`config.mk`:
```
export PLATFORM = sky130hd
export DESIGN_NAME = noc_rr_port_flat
export DESIGN_NICKNAME = d
export VERILOG_FILES = /design/src/rtl/noc_rr_port_if.sv /design/src/rtl/noc_rr_port.sv /design/src/flat_wrapper.sv
export SDC_FILE = /design/constraint.sdc
export NUM_CORES = 1
export LEC_CHECK = 0
export CORE_MARGIN = 4
export CORE_UTILIZATION = 43
export CTS_BUF_LIST = sky130_fd_sc_hd__clkbuf_8
export DETAILED_ROUTE_END_ITERATION = 7
export PLACE_DENSITY_LB_ADDON = 0.1
export RECOVER_POWER = 25
export SLEW_MARGIN = 20
export SYNTH_ARGS = -nofsm -noshare
export SYNTH_HDL_FRONTEND = slang
export SYNTH_SLANG_ARGS = --single-unit
export TNS_END_PERCENT = 5
```
`constraint.sdc`:
```
create_clock -name clk -period 13.45 [get_ports clk]
set_clock_uncertainty 0.1 [all_clocks]
set_input_delay 1.345 -clock clk [delete_from_list [all_inputs] [get_ports clk]]
set_output_delay 1.345 -clock clk [all_outputs]
set_load 0.005 [all_outputs]
```
`src/rtl/noc_rr_port_if.sv`:
```
// Request/response and RAM-side signal bundle for noc_rr_port.
// slave is the arbiter side; master is the requester/RAM side.
interface noc_rr_port_if #(
  parameter int DATA_WIDTH = 16,
  parameter int ADDR_WIDTH = 14,
  parameter int NUM_WR     = 2,
  parameter int NUM_RD     = 4
);

  logic [NUM_WR-1:0]            wr_valid;
  logic [NUM_WR-1:0]            wr_ready;
  logic [NUM_WR*ADDR_WIDTH-1:0] wr_addr;
  logic [NUM_WR*DATA_WIDTH-1:0] wr_data;

  logic [NUM_RD-1:0]            rd_valid;
  logic [NUM_RD-1:0]            rd_ready;
  logic [NUM_RD*ADDR_WIDTH-1:0] rd_addr;
  logic [NUM_RD-1:0]            rd_rvalid;
  logic [DATA_WIDTH-1:0]        rd_rdata;

  logic                         ram_ena;
  logic                         ram_write;
  logic [ADDR_WIDTH-1:0]        ram_addr;
  logic [DATA_WIDTH-1:0]        ram_din;
  logic [DATA_WIDTH-1:0]        ram_dout;

  modport slave (
    input  wr_valid,
    input  wr_addr,
    input  wr_data,
    output wr_ready,
    input  rd_valid,
    input  rd_addr,
    output rd_ready,
    output rd_rvalid,
    output rd_rdata,
    output ram_ena,
    output ram_write,
    output ram_addr,
    output ram_din,
    input  ram_dout
  );

  modport master (
    output wr_valid,
    output wr_addr,
    output wr_data,
    input  wr_ready,
    output rd_valid,
    output rd_addr,
    input  rd_ready,
    input  rd_rvalid,
    input  rd_rdata,
    input  ram_ena,
    input  ram_write,
    input  ram_addr,
    input  ram_din,
    output ram_dout
  );

endinterface

```
`src/rtl/noc_rr_port.sv`:
```
// Round-robin arbiter sharing one single-port RAM between
// NUM_WR write ports and NUM_RD read ports.
module noc_rr_port #(
  parameter int DATA_WIDTH  = 16,
  parameter int ADDR_WIDTH  = 14,
  parameter int NUM_WR      = 2,
  parameter int NUM_RD      = 4,
  parameter int RAM_LATENCY = 1,
  parameter int PRIO_MODE   = 0
) (
  input logic          clk,
  input logic          rst,
  noc_rr_port_if.slave bus
);

  localparam int N  = NUM_WR + NUM_RD;
  localparam int PW = (N > 1) ? $clog2(N) : 1;
  localparam int IW = (NUM_RD > 1) ? $clog2(NUM_RD) : 1;
  localparam int D  = RAM_LATENCY + 1;

  logic [PW-1:0]         ptr_a;
  logic [PW-1:0]         ptr_b;
  logic                  gnt_vld;
  logic [PW-1:0]         gnt_idx;
  logic                  gnt_wr;
  logic [N-1:0]          gnt_vec;
  logic [ADDR_WIDTH-1:0] sel_addr;
  logic [DATA_WIDTH-1:0] sel_data;
  logic [IW-1:0]         rd_id;
  logic [D-1:0]          pv;
  logic [IW-1:0]         pid [D];

  // First requester at or above p, wrapping within a ring of n.
  function automatic logic [PW:0] rr_pick(
    input logic [N-1:0]  r,
    input logic [PW-1:0] p,
    input int            n
  );
    logic [PW:0] res;
    int          j;
    res = '0;
    for (int k = N - 1; k >= 0; k--) begin
      if (k < n) begin
        j = int'(p) + k;
        if (j >= n) j = j - n;
        if (r[j[PW-1:0]]) res = {1'b1, j[PW-1:0]};
      end
    end
    return res;
  endfunction

  function automatic logic [PW-1:0] rr_next(
    input logic [PW-1:0] g,
    input int            n
  );
    return (int'(g) == n - 1) ? '0 : g + 1'b1;
  endfunction

  // Pick the winner: one ring, or writes ahead of reads.
  always_comb begin
    logic [PW:0] pick;
    pick    = '0;
    gnt_vld = 1'b0;
    gnt_idx = '0;
    if (PRIO_MODE == 0) begin
      pick    = rr_pick({bus.rd_valid, bus.wr_valid}, ptr_a, N);
      gnt_vld = pick[PW];
      gnt_idx = pick[PW-1:0];
    end else if (|bus.wr_valid) begin
      pick    = rr_pick(N'(bus.wr_valid), ptr_a, NUM_WR);
      gnt_vld = pick[PW];
      gnt_idx = pick[PW-1:0];
    end else begin
      pick    = rr_pick(N'(bus.rd_valid), ptr_b, NUM_RD);
      gnt_vld = pick[PW];
      gnt_idx = pick[PW-1:0] + PW'(NUM_WR);
    end
    if (!rst) gnt_vld = 1'b0;
    gnt_vec = gnt_vld ? (N'(1) << gnt_idx) : '0;
    gnt_wr  = |gnt_vec[NUM_WR-1:0];
  end

  assign bus.wr_ready = gnt_vec[NUM_WR-1:0];
  assign bus.rd_ready = gnt_vec[N-1:NUM_WR];

  // Route the granted port's address, data and read id.
  always_comb begin
    sel_addr = '0;
    sel_data = '0;
    rd_id    = '0;
    for (int i = 0; i < NUM_WR; i++) begin
      if (gnt_vec[i]) begin
        sel_addr = bus.wr_addr[i*ADDR_WIDTH +: ADDR_WIDTH];
        sel_data = bus.wr_data[i*DATA_WIDTH +: DATA_WIDTH];
      end
    end
    for (int i = 0; i < NUM_RD; i++) begin
      if (gnt_vec[NUM_WR+i]) begin
        sel_addr = bus.rd_addr[i*ADDR_WIDTH +: ADDR_WIDTH];
        rd_id    = IW'(i);
      end
    end
  end

  // Advance the ring pointer(s) past the winner.
  always_ff @(posedge clk) begin
    if (!rst) begin
      ptr_a <= '0;
      ptr_b <= '0;
    end else if (gnt_vld) begin
      if (PRIO_MODE == 0) begin
        ptr_a <= rr_next(gnt_idx, N);
      end else if (gnt_wr) begin
        ptr_a <= rr_next(gnt_idx, NUM_WR);
      end else begin
        ptr_b <= rr_next(gnt_idx - PW'(NUM_WR), NUM_RD);
      end
    end
  end

  // Register the winning request onto the RAM port.
  always_ff @(posedge clk) begin
    if (!rst) begin
      bus.ram_ena   <= 1'b0;
      bus.ram_write <= 1'b0;
      bus.ram_addr  <= '0;
      bus.ram_din   <= '0;
    end else begin
      bus.ram_ena <= gnt_vld;
      if (gnt_vld) begin
        bus.ram_write <= gnt_wr;
        bus.ram_addr  <= sel_addr;
        if (gnt_wr) bus.ram_din <= sel_data;
      end
    end
  end

  // Track outstanding reads until their RAM data is due.
  always_ff @(posedge clk) begin
    if (!rst) begin
      pv <= '0;
      for (int k = 0; k < D; k++) pid[k] <= '0;
    end else begin
      pv[0]  <= gnt_vld && !gnt_wr;
      pid[0] <= rd_id;
      for (int k = 1; k < D; k++) begin
        pv[k]  <= pv[k-1];
        pid[k] <= pid[k-1];
      end
    end
  end

  // Steer the returning RAM word to its read port.
  always_comb begin
    bus.rd_rvalid = '0;
    bus.rd_rdata  = '0;
    if (pv[D-1]) begin
      bus.rd_rvalid = NUM_RD'(1) << pid[D-1];
      bus.rd_rdata  = bus.ram_dout;
    end
  end

endmodule
```
`src/flat_wrapper.sv`:
```
// flat-port wrapper written by rule: the top's interface ports become plain ports
module noc_rr_port_flat 
#(
  parameter int DATA_WIDTH  = 16,
  parameter int ADDR_WIDTH  = 14,
  parameter int NUM_WR      = 2,
  parameter int NUM_RD      = 4,
  parameter int RAM_LATENCY = 1,
  parameter int PRIO_MODE   = 0
)
  (clk, rst, bus_wr_valid, bus_wr_addr, bus_wr_data, bus_wr_ready, bus_rd_valid, bus_rd_addr, bus_rd_ready, bus_rd_rvalid, bus_rd_rdata, bus_ram_ena, bus_ram_write, bus_ram_addr, bus_ram_din, bus_ram_dout);
  noc_rr_port_if #(.DATA_WIDTH(DATA_WIDTH), .ADDR_WIDTH(ADDR_WIDTH), .NUM_WR(NUM_WR), .NUM_RD(NUM_RD)) bus_i ();
  input logic clk;
  input logic rst;
  input wire logic [$bits(bus_i.wr_valid)-1:0] bus_wr_valid;
  input wire logic [$bits(bus_i.wr_addr)-1:0] bus_wr_addr;
  input wire logic [$bits(bus_i.wr_data)-1:0] bus_wr_data;
  output wire logic [$bits(bus_i.wr_ready)-1:0] bus_wr_ready;
  input wire logic [$bits(bus_i.rd_valid)-1:0] bus_rd_valid;
  input wire logic [$bits(bus_i.rd_addr)-1:0] bus_rd_addr;
  output wire logic [$bits(bus_i.rd_ready)-1:0] bus_rd_ready;
  output wire logic [$bits(bus_i.rd_rvalid)-1:0] bus_rd_rvalid;
  output wire logic [$bits(bus_i.rd_rdata)-1:0] bus_rd_rdata;
  output wire logic [$bits(bus_i.ram_ena)-1:0] bus_ram_ena;
  output wire logic [$bits(bus_i.ram_write)-1:0] bus_ram_write;
  output wire logic [$bits(bus_i.ram_addr)-1:0] bus_ram_addr;
  output wire logic [$bits(bus_i.ram_din)-1:0] bus_ram_din;
  input wire logic [$bits(bus_i.ram_dout)-1:0] bus_ram_dout;
  assign bus_i.wr_valid = bus_wr_valid;
  assign bus_i.wr_addr = bus_wr_addr;
  assign bus_i.wr_data = bus_wr_data;
  assign bus_wr_ready = bus_i.wr_ready;
  assign bus_i.rd_valid = bus_rd_valid;
  assign bus_i.rd_addr = bus_rd_addr;
  assign bus_rd_ready = bus_i.rd_ready;
  assign bus_rd_rvalid = bus_i.rd_rvalid;
  assign bus_rd_rdata = bus_i.rd_rdata;
  assign bus_ram_ena = bus_i.ram_ena;
  assign bus_ram_write = bus_i.ram_write;
  assign bus_ram_addr = bus_i.ram_addr;
  assign bus_ram_din = bus_i.ram_din;
  assign bus_i.ram_dout = bus_ram_dout;
  noc_rr_port #(.DATA_WIDTH(DATA_WIDTH), .ADDR_WIDTH(ADDR_WIDTH), .NUM_WR(NUM_WR), .NUM_RD(NUM_RD), .RAM_LATENCY(RAM_LATENCY), .PRIO_MODE(PRIO_MODE)) u_core (.clk(clk), .rst(rst), .bus(bus_i));
endmodule
```
==> results by group <==
Power and ir drop
  – Pwr Total: 1.36 mW
  – IR drop worst, VDD: 0.220 mV
  – Power per Cell Area: 245 nW/um^2
  – P_leak: 2.08 nW

Die
  – Die Height: 98.4 um
  – Num ports: 198
  – Core ar.: 7850 um^2
  – Die area: 9680 um^2
  – Initial Util: 0.448
  – FP Rows: 32
  – Die width: 98.4 um

Clocking
  – Post_cts resized: 0
  – Post-CTS setup buffer count: 0
  – Longest Clk Path Bufs: 2
  – Worst-Skew Late Latency: 0.30 ns
  – Clk sinks: 41
  – Root Buffer: clkbuf_8
  – H-tree levels: 2
  – Cts bufs inserted: 5
  – Hold_buf cts: 0
  – Worst-path clk slew: 0.08 ns
  – TritonCTS clock tree: done

Synthesis
  – Number of synthesis warnings: 0
  – Primary FF master, synth: dfxtp_1
  – Synth top cells by count: dfxtp_1, nor2_1, mux2i_1
  – Synth cell types: 67
  – Yosys top cell area share: 0.234
  – Syn Nets: 570
  – Synth async-reset ratio: 0
  – Post-synth EDFFs: 0
  – Syn avg cell area: 8.37 um^2
  – Part of the Yosys area used for sequential elements: 0.234
  – Seq cells post-synth: 41
  – Top cells by area, synth: dfxtp_1, mux2i_1, a211oi_2, and2_1, nor2_1
  – Most frequent cell after synthesis: dfxtp_1
  – Cells after synthesis: 420
  – Cell taking the most area after synthesis: dfxtp_1
  – Cell area after synthesis: 3510 um^2

STA
  – Max Fclk: 143 MHz
  – Final Slew Violations: 0
  – Final Hold Fails: 0
  – Sum Neg Setup Slack: 0 ns
  – Minimum clock period: 7.01 ns
  – RSZ-0062 raised after global routing: false
  – Rel. slew slack: 0.343
  – Final hold slack: 0.337 ns
  – Worst Tran Pin Value: 0.984 ns
  – Final Cycle Share: 0.521
  – Final setup vio count: 0

Place
  – Placed cells: 688
  – Gpl congestion: 0.897
  – Post-DP HPWL: 9.98 mm
  – # port buffers: 197

Critical path
  – Critical path capture point type: output pin
  – CP arrival: 5.57 ns
  – Crit. Startpoint: u_core.ptr_a[0]
  – CP Data Required Time: 12.01 ns
  – CP max FO: 24
  – Startpoint Class: flop
  – Worst r2r src: u_core.ptr_a[0]
  – Worst Setup Path Type: flop to output pin

Detailed routing
  – Initial drt markers: 185
  – DRC viols: 0
  – Drt via density: 5.77
  – ANT nets after route: 0
  – Total number of vias: 4014
  – Routed length per placed instance: 17.9 um
  – 1st-pass router iterations: 5
  – WL final: 12.4 mm

Worst hold path
  – HP Class: flop to flop
  – Min-delay src: u_core.pid[0][0]

Global route
  – Initial antenna violation count: 0
  – GRT Util Overall: 0.242
  – First-pass GRT wire length: 19.4 mm
  – Vias in the first global route: 3961
  – Gr ovfl total: 0
  – Largest net degree at the start of global routing: 45

Status
  – Status: finished, final reports clean

Final layout
  – Final net count: 743
  – Share of post-route cells with drive strength above 1: 0.0892
  – ANT cells: 0
  – P&R area growth vs syn: 57.7%
  – Layout Cells excl Fill: 696

Job
  – Max Cap Viol: 0
[routing by layer]
layer / part of all wire / GRT usage
met4: 0.024 / 0.0756
met5: 0 / 0
met1: 0.39 / 0.278
met3: 0.078 / 0.0500
met2: 0.51 / 0.446
[kinds of logic after synthesis]
logic type               share of synthesized area
AO/OA/AOI/OAI                                0.301
XOR/XNOR                                    0.0150
adder cells (fa/ha/maj)                     0.0356
buffers and inverters                       0.0701
flip-flops                                   0.234
multiplexers                                 0.127
AND/OR/NAND/NOR                              0.218
[per-stage QoR]
step,worst slack [ns],utilization,instance area (um^2)
after global placement,6.87,0.692,5430
after global routing,5.99,0.706,5540
after floorplan,7.81,-,3510
final,6.44,0.706,5540
after CTS,6.52,0.706,5540
after detailed placement,6.84,0.692,5430
[worst paths after layout]
path | to | slack, ns | cells past startpoint
max | bus_rd_ready[1] | 6.44 | 12
min | u_core.pid[0][2] | 0.34 | 1
max reg2reg | u_core.bus.ram_addr[6] | 7.81 | 12
min reg2reg | u_core.pid[0][2] | 0.34 | 1
[sequential cells by signal, indices dropped and copies added, names as in the netlist]
name and cells:
u_core.bus.ram_din 16, u_core.bus.ram_addr 14, u_core.bus.ram_write 1, u_core.ptr_a 3, u_core.pv 2, u_core.bus.ram_ena 1
u_core.pid 4
[critical path, cell delays in order, from the launching register on]
cell             delay, ns
dfxtp_1               0.97
inv_1                 0.26
ha_1                  0.70
nor4b_1               0.52
o21ai_1               0.22
o311ai_0              0.15
o211ai_1              0.20
o21ai_2               0.67
inv_2                 0.33
ha_1                  0.55
inv_1                 0.16
nor2_1                0.06
clkdlybuf4s50_1       0.47
[where the power goes]
part,internal (mW),switching [mW]
clock network,0.0557,0.0462
logic,0.462,0.595
registers,0.163,0.0351
total,0.680,0.676
[placed cells by master (no fill, tap or decap), types with 8 or more instances in the layout]
cell type,netlist,routed
inv_1,8,8
a211oi_2,16,16
nor3_1,13,13
a32oi_1,9,9
a31oi_1,12,12
dfxtp_1,41,41
dlygate4sd3_1,0,22
mux2_2,10,10
nand4_1,8,8
a21oi_1,14,14
nor2_1,34,34
and2_1,22,21
mux2i_1,30,30
o21ai_0,8,8
nand2_1,29,29
ha_1,10,10
clkdlybuf4s50_1,0,175
o21a_1,13,13
[cell type report]
| cell class | count | area [um^2] |
|---|---|---|
| Multi-Input combinational cell | 335 | 2450 |
| Fill cell | 637 | 2300 |
| Timing Repair Buffer | 200 | 1990 |
| Sequential cell | 41 | 821 |
| Tap cell | 102 | 128 |
| Clock buffer | 5 | 68.8 |
| Clock inverter | 3 | 43.8 |
| Inverter | 10 | 37.5 |
Power figures use the tool's default switching activity.
